**config.mk**
```make
export PLATFORM = sky130hd
export DESIGN_NAME = div_iter_unit
export DESIGN_NICKNAME = d
export VERILOG_FILES = /design/src/rtl/div_iter_unit.sv
export SDC_FILE = /design/constraint.sdc
export NUM_CORES = 1
export LEC_CHECK = 0
export CORE_MARGIN = 4
export CORE_UTILIZATION = 50
export DETAILED_ROUTE_END_ITERATION = 7
export PLACE_DENSITY = 0.71
export SYNTH_ARGS = -nofsm -noshare
export SYNTH_HDL_FRONTEND = slang
export SYNTH_SLANG_ARGS = --single-unit
```
**constraint.sdc**
```tcl
create_clock -name clk -period 12.47 [get_ports clk]
set_input_delay 2.494 -clock clk [delete_from_list [all_inputs] [get_ports clk]]
set_output_delay 2.494 -clock clk [all_outputs]
set_load 0.1 [all_outputs]
```
**src/rtl/div_iter_unit.sv**
```systemverilog
// Iterative DIV/DIVU/REM/REMU unit: restoring division retiring STEP quotient bits per cycle,
// with a divide-by-zero/overflow fast path and a request/acknowledge writeback handshake.
module div_iter_unit #(
    parameter int               DATA        = 32,
    parameter int               STEP        = 1,
    parameter int               RD_W        = 5,
    parameter int               EXP_W       = 4,
    parameter bit               ZERO_EXP    = 1'b0,
    parameter logic [EXP_W-1:0] EXP_DIVZERO = EXP_W'(15)
) (
    input  logic             clk,
    input  logic             reset,
    input  logic             flush_,
    input  logic             issue_,
    output logic             ready,
    input  logic [RD_W-1:0]  rd,
    input  logic [DATA-1:0]  data1,
    input  logic [DATA-1:0]  data2,
    input  logic [1:0]       command,
    output logic             wb_req_,
    output logic [RD_W-1:0]  pred_wb_rd,
    input  logic             wb_ack_,
    output logic             wb_e_,
    output logic [RD_W-1:0]  wb_rd,
    output logic [DATA-1:0]  wb_data,
    output logic             wb_exp_,
    output logic [EXP_W-1:0] wb_exp_code
);

    localparam int N     = DATA / STEP;
    localparam int CNT_W = (N > 1) ? $clog2(N) : 1;
    localparam logic [CNT_W-1:0] LAST = CNT_W'(N - 1);
    localparam logic [DATA-1:0]  MIN  = {1'b1, {(DATA-1){1'b0}}};

    typedef enum logic [1:0] {
        IDLE,
        CALC,
        DONE,
        WB
    } state_t;

    state_t             state_q, state_d;
    logic [RD_W-1:0]    rd_q, rd_d;
    logic               remSel_q, remSel_d;
    logic               qNeg_q, qNeg_d;
    logic               rNeg_q, rNeg_d;
    logic               divZero_q, divZero_d;
    logic [DATA-1:0]    quo_q, quo_d;
    logic [DATA-1:0]    prem_q, prem_d;
    logic [DATA-1:0]    dvsr_q, dvsr_d;
    logic [CNT_W-1:0]   cnt_q, cnt_d;
    logic [DATA-1:0]    res_q, res_d;
    logic               wbE_q, wbE_d;
    logic [RD_W-1:0]    wbRd_q, wbRd_d;
    logic [DATA-1:0]    wbData_q, wbData_d;
    logic               wbExp_q, wbExp_d;
    logic [EXP_W-1:0]   wbCode_q, wbCode_d;

    logic               sign1, sign2;
    logic [DATA-1:0]    abs1, abs2;
    logic               isDivZero, isOverflow;
    logic [DATA-1:0]    stepQuo, stepRem;
    logic [DATA:0]      trial;
    logic [DATA-1:0]    quoFinal, remFinal;

    // Signedness only matters for DIV/REM (command[0]==0).
    assign sign1      = ~command[0] & data1[DATA-1];
    assign sign2      = ~command[0] & data2[DATA-1];
    assign abs1       = sign1 ? -data1 : data1;
    assign abs2       = sign2 ? -data2 : data2;
    assign isDivZero  = (data2 == '0);
    assign isOverflow = ~command[0] && (data1 == MIN) && (data2 == '1);

    // Dividend shifts out of quo MSB into the DATA+1 bit partial remainder; quotient bits enter at LSB.
    always_comb begin
        stepQuo = quo_q;
        stepRem = prem_q;
        trial   = '0;
        for (int i = 0; i < STEP; i++) begin
            trial   = {stepRem, stepQuo[DATA-1]};
            stepQuo = {stepQuo[DATA-2:0], 1'b0};
            if (trial >= {1'b0, dvsr_q}) begin
                stepRem    = trial[DATA-1:0] - dvsr_q;
                stepQuo[0] = 1'b1;
            end else begin
                stepRem = trial[DATA-1:0];
            end
        end
    end

    assign quoFinal = qNeg_q ? -stepQuo : stepQuo;
    assign remFinal = rNeg_q ? -stepRem : stepRem;

    always_comb begin
        state_d   = state_q;
        rd_d      = rd_q;
        remSel_d  = remSel_q;
        qNeg_d    = qNeg_q;
        rNeg_d    = rNeg_q;
        divZero_d = divZero_q;
        quo_d     = quo_q;
        prem_d    = prem_q;
        dvsr_d    = dvsr_q;
        cnt_d     = cnt_q;
        res_d     = res_q;
        wbE_d     = 1'b1;
        wbRd_d    = wbRd_q;
        wbData_d  = wbData_q;
        wbExp_d   = 1'b1;
        wbCode_d  = '0;

        unique case (state_q)
            IDLE: begin
                if (!issue_ && flush_) begin
                    rd_d      = rd;
                    remSel_d  = command[1];
                    qNeg_d    = sign1 ^ sign2;
                    rNeg_d    = sign1;
                    divZero_d = isDivZero;
                    quo_d     = abs1;
                    dvsr_d    = abs2;
                    prem_d    = '0;
                    cnt_d     = '0;
                    if (isDivZero) begin
                        res_d   = command[1] ? data1 : '1;
                        state_d = DONE;
                    end else if (isOverflow) begin
                        res_d   = command[1] ? '0 : MIN;
                        state_d = DONE;
                    end else begin
                        state_d = CALC;
                    end
                end
            end
            CALC: begin
                if (!flush_) begin
                    state_d = IDLE;
                end else begin
                    quo_d  = stepQuo;
                    prem_d = stepRem;
                    cnt_d  = cnt_q + CNT_W'(1);
                    if (cnt_q == LAST) begin
                        res_d   = remSel_q ? remFinal : quoFinal;
                        state_d = DONE;
                    end
                end
            end
            DONE: begin
                // Flush beats a same-cycle grant, so nothing is presented on the bus.
                if (!flush_) begin
                    state_d = IDLE;
                end else if (!wb_ack_) begin
                    state_d  = WB;
                    wbE_d    = 1'b0;
                    wbRd_d   = rd_q;
                    wbData_d = res_q;
                    if (ZERO_EXP && divZero_q) begin
                        wbExp_d  = 1'b0;
                        wbCode_d = EXP_DIVZERO;
                    end
                end
            end
            WB: begin
                state_d = IDLE;
            end
            default: begin
                state_d = IDLE;
            end
        endcase
    end

    always_ff @(posedge clk) begin
        if (reset) begin
            state_q   <= IDLE;
            rd_q      <= '0;
            remSel_q  <= 1'b0;
            qNeg_q    <= 1'b0;
            rNeg_q    <= 1'b0;
            divZero_q <= 1'b0;
            quo_q     <= '0;
            prem_q    <= '0;
            dvsr_q    <= '0;
            cnt_q     <= '0;
            res_q     <= '0;
            wbE_q     <= 1'b1;
            wbRd_q    <= '0;
            wbData_q  <= '0;
            wbExp_q   <= 1'b1;
            wbCode_q  <= '0;
        end else begin
            state_q   <= state_d;
            rd_q      <= rd_d;
            remSel_q  <= remSel_d;
            qNeg_q    <= qNeg_d;
            rNeg_q    <= rNeg_d;
            divZero_q <= divZero_d;
            quo_q     <= quo_d;
            prem_q    <= prem_d;
            dvsr_q    <= dvsr_d;
            cnt_q     <= cnt_d;
            res_q     <= res_d;
            wbE_q     <= wbE_d;
            wbRd_q    <= wbRd_d;
            wbData_q  <= wbData_d;
            wbExp_q   <= wbExp_d;
            wbCode_q  <= wbCode_d;
        end
    end

    assign ready       = (state_q == IDLE);
    assign wb_req_     = (state_q != DONE);
    assign pred_wb_rd  = (state_q == DONE) ? rd_q : '0;
    assign wb_e_       = wbE_q;
    assign wb_rd       = wbRd_q;
    assign wb_data     = wbData_q;
    assign wb_exp_     = wbExp_q;
    assign wb_exp_code = wbCode_q;

endmodule

```
==> impl_results.md, run 1 <==
- Status: complete, no violations
- Final Hold Violating Endpoints: 0
- Most common cell after layout, fill and taps aside: nand2_1
- Reg2Reg Depth: 17
- Number of enable flip-flop cells after synthesis: 0
- Yosys warning count: 0
- Post-CTS Setup Inserts: 0
- Post-synthesis mux area share: 1.74%
- CP Data Required Time: 12.85 ns
- Clk_lat worst skew: 0.44 ns
- DR DRC count: 0
- Die span in x: 168 um
- Initial drt markers: 1653
- Die ar.: 28300 um2
- Crit path from: data2[0]
- Most used cell along the critical path: nor4_2
- Largest net degree at the start of global routing: 101
- Slew HR: 29.8%
- Synth cell types: 86
- # rows: 58
- Setup ws final: 6.03 ns
- Total gr overflow: 0
- Post-DP HPWL: 31800 um
- Post-synthesis register bit count: 181
- Nets: 1920
- Avg Cell Area, Syn: 7.28 um2
- Port Buffer Count: 120
- Most frequent cells in the layout: nand2_1 (237), nor2_1 (198), dfxtp_1 (181)
- CP Launch Type: primary input
- Yosys top cell by area: dfxtp_1
- Async SR Flop Fraction: 0%
- Slowest-stage cell, CP: or3b_2
- Num CTS Buffers: 17
- Number of instances on the worst hold path: 2
- Setup Viol. Count Final: 0
- PD cells: 124 nW/um2
- Reg clk slew, reported paths: 0.09 ns
- CP top delay family: simple AND/OR/NAND/NOR gates
- Slew Limit Fails: 0
- Pleak: 5.28 nW
- R2r endpoint: res_q[28]
- Area Overhead vs Synth: 15.1%
- GRT Util Overall: 29.3%
- Hold Path Class: reg2reg
- Fin Setup TNS: 0 ns
- First-pass GRT wire length: 67500 um
- Pre-CTS WS: 5.64 ns
- Worst Hold End: wb_data[6]
- Adder and majority gate portion of the synthesized area: 4.04%
- Max Freq: 155 MHz
- Worst-path fanout max: 57
- Synth Area in Compound Gates: 27.8%
- Synth Instances: 1762
- RSZ-0062 raised after global routing: false
- Root buf cell: clkbuf_16
- Crit share post-route: 51.6%
- Cell Area, Placed: 14100 um2
- GPL Wtd Cong: 0.943
- CP Class: in2reg
- Max Clock Skew: 0.0195 ns
- Worst path bufs/invs: 4
- Xor/xnor share of the synthesized area: 8.47%
- Starting Density: 50.9%
- Crit path arrival time: 6.82 ns
- Clock sink count: 181
- Chip Height: 168 um
- Simple-gate area share of the yosys netlist: 24.2%
- Sequential area share after synthesis: 28.2%
- Largest family of logic cells by synthesized area: compound AO/OA/AOI/OAI gates
- Avg WL per Cell: 20.1 um
- Final ANT Viol Nets: 0
- Initial antenna violation count: 0
- Number of diodes: 0
- Routed vias: 13.4k
- CTS Buffer Depth: 2
- Hold Path Origin: res_q[6]
- Via density: 6.22
- Crit. End Element: register
- Worst slew pin tran: 1.05 ns
- Post-CTS sizing: 0
- Main synth FF type: dfxtp_1
- Top cell type's share of synthesized area: 28.2%
- Reg2Reg Setup Slack: 7.14 ns
- Core area: 25200 um2
- CTS tree: built
- CTS H-tree lvls: 4
- # hold bufs at CTS: 0
- CP max stage delay: 0.49 ns
- I/O Pins: 126
- FF-to-FF Start: dvsr_q[23]
- Min Tclk post-route: 6.44 ns
- Synth Cell Area: 12800 um2
- Ordered list of cells on the worst path: clkdlybuf4s50_1 -> inv_1 -> ha_1 -> or3b_2 -> nor4_2 -> and4_1 -> inv_2 -> nor3b_4 -> nor4_2 -> nor3_4 -> buf_4 -> nor2_1 -> a211oi_1 -> or4b_1 -> nand3_1
- Vias in the first global route: 12.1k
- Max-capacitance violation count: 0
- Layout cells sized above 1: 5.17%
- Final WL: 43100 um
- Maximum vdd drop: 0.0958 mV
- Final instance area: 14800 um2
- Synth area leaders: dfxtp_1 (28%), nand2_1 (6.9%), a21oi_1 (6.6%)
- DRT Pass-1 Iters: 8
## sequential cells by signal (all words and copies together) (netlist names), 2 cells and up
register  flops
wb_rd         5
wb_data      32
cnt_q         5
dvsr_q       32
prem_q       32
res_q        32
state_q       2
rd_q          5
quo_q        32
## power breakdown
part	switching, W	leakage (nW)	internal [W]
sequential	0.0000257	1.47	0.000604
clock	0.000298	0.304	0.000280
combinational	0.000410	3.50	0.000218
## layout make-up
| cell class | instances | area [um2] |
|---|---|---|
| clock inverters | 15 | 209 |
| clock buffers | 17 | 425 |
| fillers | 2363 | 10400 |
| flip-flops and latches | 181 | 3620 |
| well taps | 330 | 413 |
| inverters | 59 | 221 |
| multi-input cells | 1408 | 8550 |
| repair buffers | 137 | 1330 |
## cell usage after synthesis (5+ instances only)
library cell  number
o21ai_0          101
a211oi_1          47
o21ai_1           15
a221oi_1           5
nor4_1            21
a31oi_1           14
a22oi_1           44
o41ai_1           14
o211ai_1          13
o31ai_1           30
o21a_1             8
buf_4              6
dfxtp_1          181
nand2b_1          13
or3_1             20
o22ai_1            6
nor2_1           201
a21oi_1          170
buf_1              9
and2_1            10
or4_1              9
xnor2_1           66
nand2_1          237
mux2_2             6
nor2b_1           11
ha_1              39
mux2i_1           14
a211o_1            6
o2111ai_1          8
and3_1            12
a21o_1            12
inv_1             54
a311oi_1          23
xor2_1            58
nand4_1           27
clkbuf_1          89
buf_2             13
nor3_1            43
or2_2              5
nand3_1           22
## worst register-to-register path, stage by stage, from the launching register on
cell and delay [ns]:
dfxtp_1 0.34, inv_1 0.09, ha_1 0.54, nand4_1 0.24, nor4_2 0.46, a221oi_2 0.13, and3_2 0.26, o21ai_4 0.13
mux2i_1 0.37, ha_1 0.32, and3_1 0.23, nand3_1 0.14, nor4_1 0.28, o21ai_1 0.25, or4_1 0.67, nand3b_4 0.22
mux2_4 0.32, a32o_1 0.24
## metrics by stage
| stage | cells | util [%] | total power, W | hold slack, ns |
|---|---|---|---|---|
| floorplan | 1765 | - | 0.00107 | 0.429 |
| global placement | 2115 | 56.1 | 0.00124 | 0.441 |
| detailed placement | 2115 | 56.1 | 0.00125 | 0.443 |
| CTS | 2147 | 58.6 | 0.00183 | 0.451 |
| global route | 2147 | 58.6 | 0.00192 | 0.467 |
| finish | 2147 | 58.6 | 0.00184 | 0.448 |
## worst max-delay path by stage
stage / end / slack [ns] / depth (start not counted)
detailed placement: res_q[31] / 5.64 / 15
CTS: res_q[31] / 6.10 / 15
global route: res_q[31] / 5.83 / 15
floorplan: res_q[29] / 7.09 / 14
finish: res_q[31] / 6.03 / 15
global placement: res_q[31] / 5.83 / 15
## per-layer routing
metal,GRT usage (%),vias up,part of all wire [%]
li1,-,6445,-
met1,43.5,6187,45
met2,44.6,654,44
met3,3.97,67,8.7
met4,8.50,0,2.4
met5,0,-,0
## cells by family after synthesis
| group | Yosys count |
|---|---|
| DFF | 181 |
| and+or+nand+nor | 665 |
| adders and majority gates | 41 |
| xor gates and xnor gates | 124 |
| buffers and inverters | 176 |
| AOI/OAI and AO/OA | 552 |
| other | 2 |
| muxes | 21 |
Power figures use the tool's default switching activity.
==> inputs of run 2 (changes only) <==
--- a/config.mk
+++ b/config.mk
@@ -8,7 +8,7 @@
 export CORE_MARGIN = 4
 export CORE_UTILIZATION = 50
 export DETAILED_ROUTE_END_ITERATION = 7
-export PLACE_DENSITY = 0.71
+export PLACE_DENSITY = 0.74
 export SYNTH_ARGS = -nofsm -noshare
 export SYNTH_HDL_FRONTEND = slang
 export SYNTH_SLANG_ARGS = --single-unit
==> constraint.sdc (replaced) <==
create_clock -name clk -period 5.66 [get_ports clk]
set_input_delay 1.132 -clock clk [delete_from_list [all_inputs] [get_ports clk]]
set_output_delay 1.132 -clock clk [all_outputs]
set_load 0.1 [all_outputs]
==> run 2 against run 1 <==
- hold slack better by 0.0071 ns
- setup slack got worse by 5.5 ns
- highest routed layer unchanged
- critical path depth rose by 1
==> impl_results.md, run 2 (synthesized netlist as in run 1, its figures left out) <==
- Layout cells sized above 1: 5.49%
- Worst-path fanout max: 7
- Core area: 25200 um2
- Routed vias: 13.5k
- Post-CTS sizing: 0
- Starting Density: 50.9%
- Max Clock Skew: 0.0205 ns
- Area Overhead vs Synth: 15.5%
- Hold Path Class: reg2reg
- I/O Pins: 126
- DRT Pass-1 Iters: 6
- Setup ws final: 0.549 ns
- Reg2Reg Depth: 16
- Crit share post-route: 90.3%
- Pre-CTS WS: 0.481 ns
- First-pass GRT wire length: 67200 um
- Crit path arrival time: 5.45 ns
- Die span in x: 168 um
- Avg WL per Cell: 20.0 um
- Slew HR: 18.9%
- Root buf cell: clkbuf_16
- Min Tclk post-route: 5.11 ns
- Largest net degree at the start of global routing: 95
- Internal power: 0.00243 W
- RSZ-0062 raised after global routing: false
- Initial antenna violation count: 0
- GPL Wtd Cong: 0.949
- Reg2Reg Setup Slack: 0.55 ns
- R2r endpoint: res_q[28]
- Maximum vdd drop: 0.162 mV
- Total gr overflow: 0
- Crit. End Element: register
- CP Data Required Time: 6.00 ns
- Fin cells: 2153
- # rows: 58
- CP top delay family: simple AND/OR/NAND/NOR gates
- Worst slew pin tran: 1.22 ns
- Crit path from: prem_q[5]
- Vias in the first global route: 12.3k
- CTS tree: built
- Via density: 6.28
- Post-CTS Setup Inserts: 0
- Switching fraction of total power: 40.2%
- Worst path depth: 16
- # hold bufs at CTS: 0
- Cells after DPL: 2121
- Max Freq: 196 MHz
- Die ar.: 28300 um2
- DR DRC count: 0
- Num CTS Buffers: 17
- PD cells: 275 nW/um2
- CP Class: reg2reg
- Slew Limit Fails: 0
- CTS H-tree lvls: 4
- Worst path bufs/invs: 0
- Clk_lat worst skew: 0.45 ns
- NetSw: 0.00164 W
- Port Buffer Count: 120
- Fin Setup TNS: 0 ns
- Reg clk slew, reported paths: 0.09 ns
- Final WL: 43100 um
- Nets: 1926
- Chip Height: 168 um
- Final Hold Violating Endpoints: 0
- GRT Util Overall: 29.2%
- Number of diodes: 0
- Logic pwr share: 34.1%
- Status: complete, no violations
- CTS Buffer Depth: 2
- Slowest-stage cell, CP: or4_1
- Most frequent cells in the layout: nand2_1 (237), nor2_1 (198), dfxtp_1 (181)
- FF-to-FF Start: prem_q[5]
- CP Launch Type: register
- Clock sink count: 181
- Clk network pwr share: 31.8%
- Most common cell after layout, fill and taps aside: nand2_1
- Post-DP HPWL: 32000 um
- Flop pwr share: 34.1%
- Ordered list of cells on the worst path: ha_1 -> a21oi_1 -> o21ai_1 -> nor3b_2 -> nor3_2 -> o21ai_4 -> mux2i_1 -> ha_1 -> and3_1 -> nand3_1 -> nor4_1 -> o21ai_1 -> or4_1 -> nand3b_4 -> mux2_4 -> a32o_1
- Final ANT Viol Nets: 0
- Crit path to: res_q[28]
- CP max stage delay: 0.64 ns
- Pleak: 5.30 nW
- Initial drt markers: 1752
- Max-capacitance violation count: 0
- Setup Viol. Count Final: 0
run 2: power by group through the flow:
stage          combinational (W)  clock, W  sequential, W
6_report                 0.00139   0.00129        0.00139
5_1_grt                  0.00150   0.00135        0.00139
4_1_cts                  0.00136   0.00130        0.00139
3_5_place_dp             0.00135         0        0.00142
3_3_place_gp             0.00134         0        0.00141
2_1_floorplan           0.000961         0        0.00140
run 2: per-layer routing:
layer | vias to the layer above | GRT usage [%] | share of wire, %
met5 | - | 0 | 0
li1 | 6450 | - | -
met4 | 0 | 9.99 | 3.1
met1 | 6257 | 40.9 | 43
met2 | 724 | 44.6 | 44
met3 | 95 | 6.20 | 10
run 2: cell type report:
type / count / area [um2]
clock buffers: 17 / 425
clock inverters: 15 / 214
fillers: 2344 / 10400
inverters: 59 / 221
multi-input cells: 1408 / 8550
flip-flops and latches: 181 / 3620
well taps: 330 / 413
repair buffers: 143 / 1370
run 2: stage by stage:
| step | util, % | hold WS, ns | power, W | instance area, um2 |
|---|---|---|---|---|
| floorplan | - | 0.429 | 0.00236 | 12800 |
| global placement | 56.3 | 0.440 | 0.00275 | 14200 |
| detailed placement | 56.3 | 0.445 | 0.00276 | 14200 |
| CTS | 58.8 | 0.457 | 0.00404 | 14800 |
| global route | 58.8 | 0.470 | 0.00425 | 14800 |
| finish | 58.8 | 0.455 | 0.00407 | 14800 |
run 2: worst min path at each step:
stage | start | to | slack [ns] | cells after the start
after CTS | res_q[21] | wb_data[21] | 0.46 | 2
final | res_q[21] | wb_data[21] | 0.46 | 2
after global routing | res_q[21] | wb_data[21] | 0.47 | 2
after detailed placement | res_q[21] | wb_data[21] | 0.44 | 2
after global placement | res_q[15] | wb_data[15] | 0.44 | 2
after floorplan | res_q[20] | wb_data[20] | 0.43 | 2
run 2: worst min-delay path: cells and delay by family, from the launching register on:
family           cells  cell delay (ns)
AO/OA/AOI/OAI        1             0.05
AND/OR/NAND/NOR      1             0.05
flip-flops           1             0.32
==> inputs of run 3 (changes only) <==
--- a/config.mk
+++ b/config.mk
@@ -5,10 +5,9 @@
 export SDC_FILE = /design/constraint.sdc
 export NUM_CORES = 1
 export LEC_CHECK = 0
-export CORE_MARGIN = 4
 export CORE_UTILIZATION = 50
 export DETAILED_ROUTE_END_ITERATION = 7
-export PLACE_DENSITY = 0.74
+export PLACE_DENSITY_LB_ADDON = 0.15
 export SYNTH_ARGS = -nofsm -noshare
 export SYNTH_HDL_FRONTEND = slang
 export SYNTH_SLANG_ARGS = --single-unit
==> run 3 against run 2 <==
- die area is 7.0% lower
- combinational power barely moved
- setup slack worse by 0.14 ns
- final cell count grew 0.14%
- register-to-register slack got worse by 0.14 ns
- hold slack is essentially flat
- sequential share of layout area hardly changed
- non-clock buffer count grew 3
- global-route usage rose by 4.1 points
==> impl_results.md, run 3 (synthesized netlist as in run 1, its figures left out) <==
- Status: complete, no violations
- CP Launch Type: register
- Starting Density: 50.9%
- First-pass GRT wire length: 68600 um
- Tot Pwr: 0.00405 W
- DRT Pass-1 Iters: 6
- Crit path to: res_q[28]
- Num CTS Buffers: 17
- Vias in the first global route: 12.2k
- Post-CTS Setup Inserts: 0
- Number of diodes: 0
- GRT Util Overall: 33.2%
- R2r endpoint: res_q[28]
- Slew Limit Fails: 0
- CP Class: reg2reg
- Crit path from: prem_q[9]
- # hold bufs at CTS: 0
- Clock sink count: 181
- DR DRC count: 0
- Hold Slack: 0.455 ns
- Post-DP HPWL: 32200 um
- Worst-path fanout max: 15
- Crit path arrival time: 5.59 ns
- Avg WL per Cell: 20.2 um
- Final ANT Viol Nets: 0
- Worst slew pin tran: 1.25 ns
- CTS Buffer Depth: 2
- Post-CTS sizing: 0
- Chip Height: 162 um
- Die span in x: 162 um
- Fin Setup TNS: 0 ns
- Clk_lat worst skew: 0.45 ns
- Logic pwr share: 34.6%
- Via density: 6.28
- Setup ws final: 0.409 ns
- RSZ-0062 raised after global routing: false
- Most frequent cells in the layout: nand2_1 (237), nor2_1 (198), dfxtp_1 (181)
- Pre-CTS WS: 0.161 ns
- Reg clk slew, reported paths: 0.08 ns
- Core area: 25200 um2
- Min Tclk post-route: 5.25 ns
- Total gr overflow: 0
- Max Freq: 190 MHz
- Nets: 1929
- PD cells: 273 nW/um2
- Port Buffer Count: 120
- Most common cell after layout, fill and taps aside: nand2_1
- # rows: 58
- Clk network pwr share: 31.2%
- Layout cells sized above 1: 5.64%
- CTS tree: built
- Setup Viol. Count Final: 0
- Crit. End Element: register
- Area Overhead vs Synth: 15.6%
- FF-to-FF Start: prem_q[9]
- Pleak: 5.32 nW
- Largest net degree at the start of global routing: 96
- CTS H-tree lvls: 4
- Max-capacitance violation count: 0
- Initial drt markers: 1471
- I/O Pins: 126
- Final WL: 43500 um
- NetSw: 0.00162 W
- Crit share post-route: 92.8%
- GPL Wtd Cong: 0.991
- Flop pwr share: 34.2%
- Slew HR: 16.6%
- Final Hold Violating Endpoints: 0
- Reg2Reg Depth: 16
- Die ar.: 26300 um2
- Reg2Reg Setup Slack: 0.41 ns
- Hold Path Class: reg2reg
- CP Data Required Time: 6.00 ns
- Root buf cell: clkbuf_16
- Initial antenna violation count: 0
- Internal power: 0.00243 W
- Switching fraction of total power: 40.0%
- Maximum vdd drop: 0.150 mV
- Max Clock Skew: 0.0208 ns
- Routed vias: 13.5k
[run 3: changes by cell type in the layout (fill, tap and decap cells not counted), sizes merged]
| cell | delta |
|---|---|
| buf | +3 |
| clkinv | -1 |
| inv | +1 |
[run 3: how the worst min path moves through the flow]
stage | startpoint | to | slack (ns) | cells after the start
4_1_cts | wb_data[15] | wb_data[15] | 0.46 | 2
3_5_place_dp | wb_data[15] | wb_data[15] | 0.45 | 2
2_1_floorplan | res_q[20] | wb_data[20] | 0.43 | 2
3_3_place_gp | res_q[22] | wb_data[22] | 0.44 | 2
6_report | wb_data[2] | wb_data[2] | 0.45 | 2
5_1_grt | wb_data[28] | wb_data[28] | 0.47 | 2
[run 3: metrics by stage]
| stage | util, % | area (um2) | std cells |
|---|---|---|---|
| after floorplan | - | 12800 | 1765 |
| after global placement | 56.4 | 14200 | 2124 |
| after detailed placement | 56.4 | 14200 | 2124 |
| after CTS | 58.9 | 14800 | 2156 |
| after global routing | 58.9 | 14800 | 2156 |
| final | 58.9 | 14800 | 2156 |
[run 3: per-layer routing]
metal | up-vias | wire length, um | GRT usage, %
met2 | 655 | 18800 | 49.8
met1 | 6342 | 19800 | 48.2
met4 | 0 | 1250 | 11.9
met5 | - | 0 | 0
met3 | 85 | 3680 | 4.42
li1 | 6448 | - | -
[run 3: layout make-up]
class / count / area (um2)
clock buffer: 17 / 425
clock inverter: 15 / 193
fill: 2384 / 10400
inverter: 59 / 221
multi-input combinational: 1408 / 8550
sequential: 181 / 3620
tap: 330 / 413
timing repair buffer: 146 / 1410
[run 3: power groups by stage]
stage | sequential (W) | combinational [W] | clock [W]
2_1_floorplan | 0.00140 | 0.000961 | 0
3_3_place_gp | 0.00141 | 0.00136 | 0
3_5_place_dp | 0.00142 | 0.00136 | 0
4_1_cts | 0.00139 | 0.00137 | 0.00127
5_1_grt | 0.00140 | 0.00151 | 0.00132
6_report | 0.00139 | 0.00140 | 0.00126
[run 3: critical path, stage by stage (launching register included)]
cell	delay, ns
dfxtp_1	0.38
ha_1	0.59
nand4_1	0.23
nor4_1	0.27
nand4_1	0.15
and3_2	0.27
o21ai_4	0.15
mux2i_1	0.37
ha_1	0.28
and3_1	0.22
nand3_1	0.13
nor4_1	0.44
o21ai_1	0.26
or4_1	0.64
nand3b_4	0.21
mux2_4	0.32
a32o_1	0.23
